==> config.mk <==
export PLATFORM = sky130hd
export DESIGN_NAME = comnet_master
export DESIGN_NICKNAME = d
export VERILOG_FILES = /design/src/rtl/comnet_master.sv
export SDC_FILE = /design/constraint.sdc
export NUM_CORES = 1
export LEC_CHECK = 0
export BUFFER_PORTS_ARGS = -buffer_cell sky130_fd_sc_hd__buf_4
export CAP_MARGIN = 25
export CORE_UTILIZATION = 30
export CTS_BUF_LIST = sky130_fd_sc_hd__clkbuf_2
export DETAILED_ROUTE_END_ITERATION = 7
export PLACE_DENSITY_LB_ADDON = 0.1
export SYNTH_ARGS = -nofsm -noshare
export SYNTH_HDL_FRONTEND = slang
export SYNTH_SLANG_ARGS = --single-unit
==> constraint.sdc <==
create_clock -name clk -period 11.05 [get_ports clk]
set_input_delay 2.7625 -clock clk [delete_from_list [all_inputs] [get_ports clk]]
set_output_delay 2.7625 -clock clk [all_outputs]
set_load 0.005 [all_outputs]
==> src/rtl/comnet_master.sv <==
// comnet_master: serial command master for the comnet SDa/SCl/RDa link.
// Takes one parallel request (rw, addr, wdata) at a time. It sends a start
// condition, a 42-bit frame MSB first and a stop condition. For reads it waits
// GAP idle cycles, gives one load pulse, then clocks 32 return bits in from RDa.
// Ports:
//   clk, rst                 system clock, async active-high reset
//   req_valid/req_ready      request handshake (accept on valid & ready)
//   req_rw/addr/wdata        request payload (1=read)
//   rsp_valid/rsp_rdata      end-of-transaction pulse / last read data
//   busy                     transaction in progress
//   SDa, SCl                 serial data/clock to slave
//   RDa                      serial return data from slave
module comnet_master #(
    parameter int unsigned HALF = 4,
    parameter int unsigned GAP  = 16
) (
    input  logic        clk,
    input  logic        rst,
    input  logic        req_valid,
    output logic        req_ready,
    input  logic        req_rw,
    input  logic [7:0]  req_addr,
    input  logic [31:0] req_wdata,
    output logic        rsp_valid,
    output logic [31:0] rsp_rdata,
    output logic        busy,
    output logic        SDa,
    output logic        SCl,
    input  logic        RDa
);

    localparam int unsigned CNT_MAX = (HALF > GAP) ? HALF : GAP;
    localparam int unsigned CW      = $clog2(CNT_MAX) + 1;
    localparam int unsigned FW      = 42;
    localparam logic [CW-1:0] HALF_END = CW'(HALF - 1);
    localparam logic [CW-1:0] GAP_END  = CW'(GAP - 1);

    typedef enum logic [3:0] {
        IDLE, START, BIT_LO, BIT_HI, STOP_LO, STOP_HI,
        GAPW, LD_LO, LD_HI, RD_LO, RD_HI, DONE
    } state_t;

    state_t          state_q, state_d;
    logic [CW-1:0]   cnt_q, cnt_d;
    logic [5:0]      idx_q, idx_d;
    logic [FW-1:0]   frame_q, frame_d;
    logic            rw_q, rw_d;
    logic [30:0]     shreg_q, shreg_d;
    logic [31:0]     rdata_d;
    logic            sda_d, scl_d, rsp_valid_d, ready_d;
    logic            half_done;

    assign half_done = (cnt_q == HALF_END);

    // Next state, datapath and next registered outputs
    always_comb begin
        state_d     = state_q;
        idx_d       = idx_q;
        frame_d     = frame_q;
        rw_d        = rw_q;
        shreg_d     = shreg_q;
        rdata_d     = rsp_rdata;
        sda_d       = 1'b1;
        scl_d       = 1'b1;
        rsp_valid_d = 1'b0;
        ready_d     = 1'b0;
        cnt_d       = '0;

        case (state_q)
            IDLE: begin
                if (req_valid && req_ready) begin
                    frame_d = {req_rw, req_addr, req_wdata, 1'b0};
                    rw_d    = req_rw;
                    state_d = START;
                end
            end
            START: begin
                if (half_done) begin
                    idx_d   = 6'd41;
                    state_d = BIT_LO;
                end
            end
            BIT_LO:  if (half_done) state_d = BIT_HI;
            BIT_HI: begin
                if (half_done) begin
                    if (idx_q == 6'd0) begin
                        state_d = STOP_LO;
                    end else begin
                        idx_d   = idx_q - 6'd1;
                        state_d = BIT_LO;
                    end
                end
            end
            STOP_LO: if (half_done) state_d = STOP_HI;
            STOP_HI: if (half_done) state_d = GAPW;
            GAPW:    if (cnt_q == GAP_END) state_d = rw_q ? LD_LO : DONE;
            LD_LO:   if (half_done) state_d = LD_HI;
            LD_HI: begin
                if (half_done) begin
                    idx_d   = 6'd31;
                    state_d = RD_LO;
                end
            end
            RD_LO:   if (half_done) state_d = RD_HI;
            RD_HI: begin
                // Sample RDa on the last cycle of the high phase, MSB first
                if (half_done) begin
                    shreg_d = {shreg_q[29:0], RDa};
                    if (idx_q == 6'd0) begin
                        rdata_d = {shreg_q, RDa};
                        state_d = DONE;
                    end else begin
                        idx_d   = idx_q - 6'd1;
                        state_d = RD_LO;
                    end
                end
            end
            DONE:    state_d = IDLE;
            default: state_d = IDLE;
        endcase

        // Phase counter restarts on every state entry, parked in IDLE
        if (state_d == state_q && state_d != IDLE)
            cnt_d = cnt_q + CW'(1);

        // Line levels follow the state being entered so they are registered
        case (state_d)
            START, STOP_HI: sda_d = 1'b0;
            STOP_LO: begin
                sda_d = 1'b0;
                scl_d = 1'b0;
            end
            BIT_LO: begin
                sda_d = frame_d[idx_d];
                scl_d = 1'b0;
            end
            BIT_HI:        sda_d = frame_d[idx_d];
            LD_LO, RD_LO:  scl_d = 1'b0;
            default: ;
        endcase

        rsp_valid_d = (state_d == DONE);
        ready_d     = (state_d == IDLE);
    end

    // State and output registers
    always_ff @(posedge clk or posedge rst) begin
        if (rst) begin
            state_q   <= IDLE;
            cnt_q     <= '0;
            idx_q     <= '0;
            frame_q   <= '0;
            rw_q      <= 1'b0;
            shreg_q   <= '0;
            SDa       <= 1'b1;
            SCl       <= 1'b1;
            req_ready <= 1'b1;
            busy      <= 1'b0;
            rsp_valid <= 1'b0;
            rsp_rdata <= '0;
        end else begin
            state_q   <= state_d;
            cnt_q     <= cnt_d;
            idx_q     <= idx_d;
            frame_q   <= frame_d;
            rw_q      <= rw_d;
            shreg_q   <= shreg_d;
            SDa       <= sda_d;
            SCl       <= scl_d;
            req_ready <= ready_d;
            busy      <= ~ready_d;
            rsp_valid <= rsp_valid_d;
            rsp_rdata <= rdata_d;
        end
    end

endmodule

# == Word-level counts from Yosys, hierarchy flattened ==
# Index checks and enable logic that the tools add are counted.
# W data, S select, Z words.
# word_totals
register_bits,126
inputBits,45
output_inout_bits,37
word_cells,77
# op_classes
n_addsub,2
order_cmp,1
n_eq_ne,21
muxes,27
n_bitwise,1
reduce_logical,13
# op_table
operator,n
$mux W42,2
$mux W4,12
$pmux W4 S11,1
$eq A4 B3 Y1 const B,7
$mux W6,4
$eq A4 B4 Y1 const B,5
$pmux W6 S3,1
$eq A4 B2 Y1 const B,4
$eq A4 B1 Y1 const B,2
$logic_not A4 Y1,2
$lt A6 B7 Y1 const B,1
$bmux W1 S6,1
$logic_not A6 Y1,1
$sub A6 B1 Y6 const B,1
$add A5 B1 Y5 const B,1
$eq A5 B2 Y1 const B,1
$eq A5 B4 Y1 const B,1
$mux W5,1
$eq A4 B4 Y1,1
$reduce_and A2 Y1,2
$reduce_bool A4 Y1,1
$reduce_or A2 Y1,2
$reduce_or A4 Y1,1
$mux W3,1
other kinds (7),9

# == Longest topological paths before layout ==
# depth
depth_word,7
ltp_mapped,14
mapped_depth_nobuf,12

# == Least setup slack after synthesis ==
# No wires, ideal clock.
# synth_path
path_type,input -> register
startpoint,in req_valid
endpoint,reg SDa
setup_time_ps,82
t_arrival_ps,4560
required_time_ps,10968
path_slack_ps,6409
path_stages,8
path_buffers,1
cell_sequence,nand4_1 clkbuf_1 mux2_2 mux2i_1 mux2i_1 mux2_2 a2bb2oi_1 a211o_1
# synth_via
elab_chain_len,6
word_cells_on_any_way,15
cone_classes,eq/ne (5); mux (7); reduce/logical (3)
# synth_rtl
item,line,source
from (decl),19,"input logic req_valid,"
$logic_and A1 B1 Y1,71,if (req_valid && req_ready) begin
$mux W42,71,
$mux W42,69,case (state_q)
named net frame_d[20],46,"logic [FW-1:0] frame_q, frame_d;"
$bmux W1 S6,"134, 137",
$mux W1 (implied by the code),"134, 137",
$pmux W1 S2,127,case (state_d)
named net sda_d,50,"logic sda_d, scl_d, rsp_valid_d, ready_d;"
to (signal assigned),155,SDa <= 1'b1;
to (signal assigned),168,SDa <= sda_d;
to (decl),27,"output logic SDa,"
# The timed path passes the listed nets, and every way through them passes these cells. The select of a mux whose other input is x is not followed.
# A chain may end at the register's enable or synchronous reset.

# == Final worst setup path ==
# layout_path
startpoint,in req_valid
endpoint,reg cnt_q[1]
# layout_via
elab_chain_len,6
word_cells_on_any_way,7
cone_classes,eq/ne (1); mux (3); reduce/logical (3)
# layout_rtl
item,line,source
$logic_and A1 B1 Y1 *,71,
$mux W4 *,71,
$pmux W4 S11 *,69,
named net state_d[0],43,"state_t state_q, state_d;"
$eq A4 B4 Y1 / $reduce_bool A4 Y1 (equally long branches),123,if (state_d == state_q && state_d != IDLE)
$logic_and A1 B1 Y1 *,123,
$mux W5 *,123,
named net cnt_d[1],44,"logic [CW-1:0] cnt_q, cnt_d;"
to (signal assigned),163,cnt_q <= cnt_d;
to (decl),44,
# Mark *: on every way through the listed nets, which the timed path passes. The rest lies on a longest branch.

==> results.txt <==
Max-Cap Viols - 0
Startpoint Class - primary input
Pre-antenna DRT Iters - 4
Clock Sinks - 126
Antenna Nets Post-Route - 0
Post-CTS Resized - 0
Fin. Hold Viols - 0
Longest Clk Path Bufs - 2
die width - 140 um
crit path time final - 4.41 ns
post-route cell area - 6730 sq um
via count - 3,643
WL/cell - 16.7 um
Die ar. - 19,600 sq um
Clock Power Share - 0.352
outcome - finished, final reports clean
clk_skew - 0.0292 ns
worst hold slack - 0.483 ns
Synth Cell Area - 5700 sq um
CTS tree - yes
Root Driver - clkbuf_2
nets@finish - 564
P_sw - 0.194 mW
DRC violations left - 0
syn nets - 483
filler cell count - 1,859
layout overhead on the synthesized area - 18.0%
share of total power in combinational logic - 0.030
cell count after placement - 730
worst path bufs/invs - 3
internal power - 0.554 mW
pwr dens - 111 nW/um^2
final wirelength - 12.7 mm
sequential power share - 0.618
Tot Pwr - 0.748 mW
die height - 140 um
Fmax - 227 MHz
Clk Latency, worst-skew pair - 0.69 ns
Post-DP HPWL - 8.59 mm
Mapped Avg Cell Area - 13.1 sq um
Cell Chain, Critical Path - buf_4, nand4_1, buf_4, o21ai_0, a211oi_1, o21ai_1, nor4_1, inv_1, o2111ai_1, nor2_1
GPL Wtd Cong - 0.807
largest net degree at the start of global routing - 65
final setup TNS - 0 ns
clock-pin slew of the registers on the worst-case setup and hold paths - 0.18 ns
worst hold-check path type - flop to flop
Hold Buf Count CTS - 0
DR vias/cell - 4.77
WS Path Type - primary input to flop
Overflow after GRT - 0
Main synth FF type - dfrtp_1
Static Leakage - 3.54 nW
#FFs+latches synth - 126
Util after Layout - 0.361
synth unique cells - 60
Crit path largest cell delay - 0.49 ns
CTS Buf Count - 17
Sw Share - 0.260
Cell Rows - 50
Post-CTS Setup Repair Bufs - 0
commonest non-fill, non-tap cell in the layout - dfrtp_1
CP dominant cell by count - buf_4
Slew @ Worst Pin - 0.816 ns
Final Cycle Share - 0.399
CP arrival - 4.99 ns
Final Setup Violations - 0
worst endpoint required time - 11.62 ns
share of layout cells above drive strength 1 - 0.460
htree depth - 4
Place WS - 5.84 ns
cells after synthesis - 434
Slowest cell on crit path - buf_4
DRT iter0 DRCs - 138
critical path fanouts, max - 44
Non-Filler Instances - 763
# port buffers - 81
EDFF count, synth - 0
commonest cells after routing, fill and taps aside - dfrtp_1 (123), mux2_2 (107), buf_4 (86)
via count of the first global-routing pass - 3,795
Placed Area - 6510 sq um
Peak supply drop - 0.0509 mV
first-pass GRT wire length - 20.8 mm
Setup WS post-layout - 6.64 ns
Core ar. - 18,600 sq um
Initial Utilization - 0.306
crit end category - flop
Slew Limit Fails - 0
post-synthesis sequential area ratio - 0.554
IO Pins - 82
Top Family by Delay on Critical Path - compound AO/OA/AOI/OAI gates
Total GRT Usage - 0.139
fraction of registers with async set/reset - 1.00
antenna violations before repair - 1
RSZ-0062 raised after global routing - no
slew margin rel. - 0.456
synthesis warning total - 0
## worst register-to-register path, cell delays in order, from the launching register on
cell,delay [ns]
dfrtp_1,0.48
inv_1,0.12
ha_1,0.22
nor4b_1,0.47
a21oi_1,0.21
o221ai_1,0.22
and2_4,0.40
clkinv_1,0.30
o21ai_0,0.22
o221ai_1,0.16
nand4_1,0.13
a31oi_1,0.10
a211o_1,0.29
## metal layers
metal | vias to the layer above | track usage | part of all wire
met5 | - | 0 | 0
met4 | 0 | 0.0468 | 0.010
met3 | 10 | 0.0530 | 0.054
met2 | 62 | 0.220 | 0.49
met1 | 1841 | 0.174 | 0.45
li1 | 1730 | - | -
## path summary, 6_finish.rpt
path                                     from  slack [ns]                      end  cells after the start
hold reg to reg            cnt_q[0]$_DFF_PP0_        0.48       cnt_q[0]$_DFF_PP0_                      1
setup reg to reg           idx_q[0]$_DFF_PP0_        7.70            SDa$_DFF_PP1_                     12
setup / recovery                    req_valid        6.64       cnt_q[1]$_DFF_PP0_                     10
max in group asynchronous                 rst        7.52  shreg_q[26]$_DFFE_PP0P_                      3
min in group asynchronous                 rst        2.19    frame_q[27]$_DFF_PP0_                      2
hold / removal             cnt_q[0]$_DFF_PP0_        0.48       cnt_q[0]$_DFF_PP0_                      1
## power groups by stage
stage | Combinational, mW | Clock, mW | Sequential (mW)
finish | 0.0225 | 0.263 | 0.462
detailed placement | 0.0240 | 0 | 0.470
global route | 0.0258 | 0.305 | 0.463
floorplan | 0.00717 | 0 | 0.470
global placement | 0.0237 | 0 | 0.470
CTS | 0.0241 | 0.281 | 0.462
## sequential cells by signal, summed over array words and instances, names as in the netlist, 4 cells and up, named ones only
| name | cells |
|---|---|
| idx_q | 5 |
| rsp_rdata | 32 |
| shreg_q | 31 |
| frame_q | 42 |
| state_q | 4 |
| cnt_q | 5 |
## cell type report
| class | count | area [sq um] | share of cell area |
|---|---|---|---|
| flip-flops and latches | 126 | 3160 | 0.469 |
| multi-input cells | 270 | 2360 | 0.351 |
| repair buffers | 86 | 646 | 0.0960 |
| well taps | 234 | 293 | 0.0435 |
| clock inverters | 14 | 120 | 0.0179 |
| clock buffers | 18 | 90.1 | 0.0134 |
| inverters | 14 | 55.1 | 0.00818 |
| diodes | 1 | 2.50 | 0.000372 |
## cells by family after synthesis
kind of cell,synth area share
muxes,0.254
xor gates and xnor gates,0.00768
AOI/OAI and AO/OA,0.0705
buffers and inverters,0.0316
adders and majority gates,0.00878
DFF,0.554
and+or+nand+nor,0.0742
## synthesized netlist by cell type, types with 2 or more instances
| cell type | count | area [sq um] |
|---|---|---|
| a211oi_1 | 4 | 30.0 |
| a21o_1 | 4 | 30.0 |
| a21oi_1 | 6 | 30.0 |
| a221oi_1 | 2 | 17.5 |
| a22oi_1 | 2 | 15.0 |
| a31oi_1 | 3 | 18.8 |
| and2_1 | 2 | 12.5 |
| buf_1 | 6 | 22.5 |
| buf_2 | 3 | 15.0 |
| buf_6 | 4 | 45.0 |
| clkbuf_1 | 10 | 37.5 |
| dfrtp_1 | 123 | 3080 |
| dfstp_2 | 3 | 78.8 |
| ha_1 | 4 | 50.1 |
| inv_1 | 10 | 37.5 |
| inv_2 | 3 | 11.3 |
| mux2_2 | 107 | 1200 |
| mux2i_1 | 24 | 240 |
| nand2_1 | 14 | 52.6 |
| nand2b_1 | 3 | 18.8 |
| nand3b_1 | 2 | 15.0 |
| nand4_1 | 3 | 18.8 |
| nor2_1 | 22 | 82.6 |
| nor2b_1 | 3 | 18.8 |
| nor3_1 | 7 | 35.0 |
| nor4_1 | 6 | 37.5 |
| nor4b_1 | 2 | 17.5 |
| o21ai_0 | 9 | 45.0 |
| o21ai_1 | 4 | 20.0 |
| o21ai_2 | 2 | 17.5 |
| o221ai_1 | 4 | 35.0 |
| o22ai_1 | 2 | 12.5 |
| xnor2_1 | 4 | 35.0 |
Note: power is estimated with default switching activity, not from simulation.
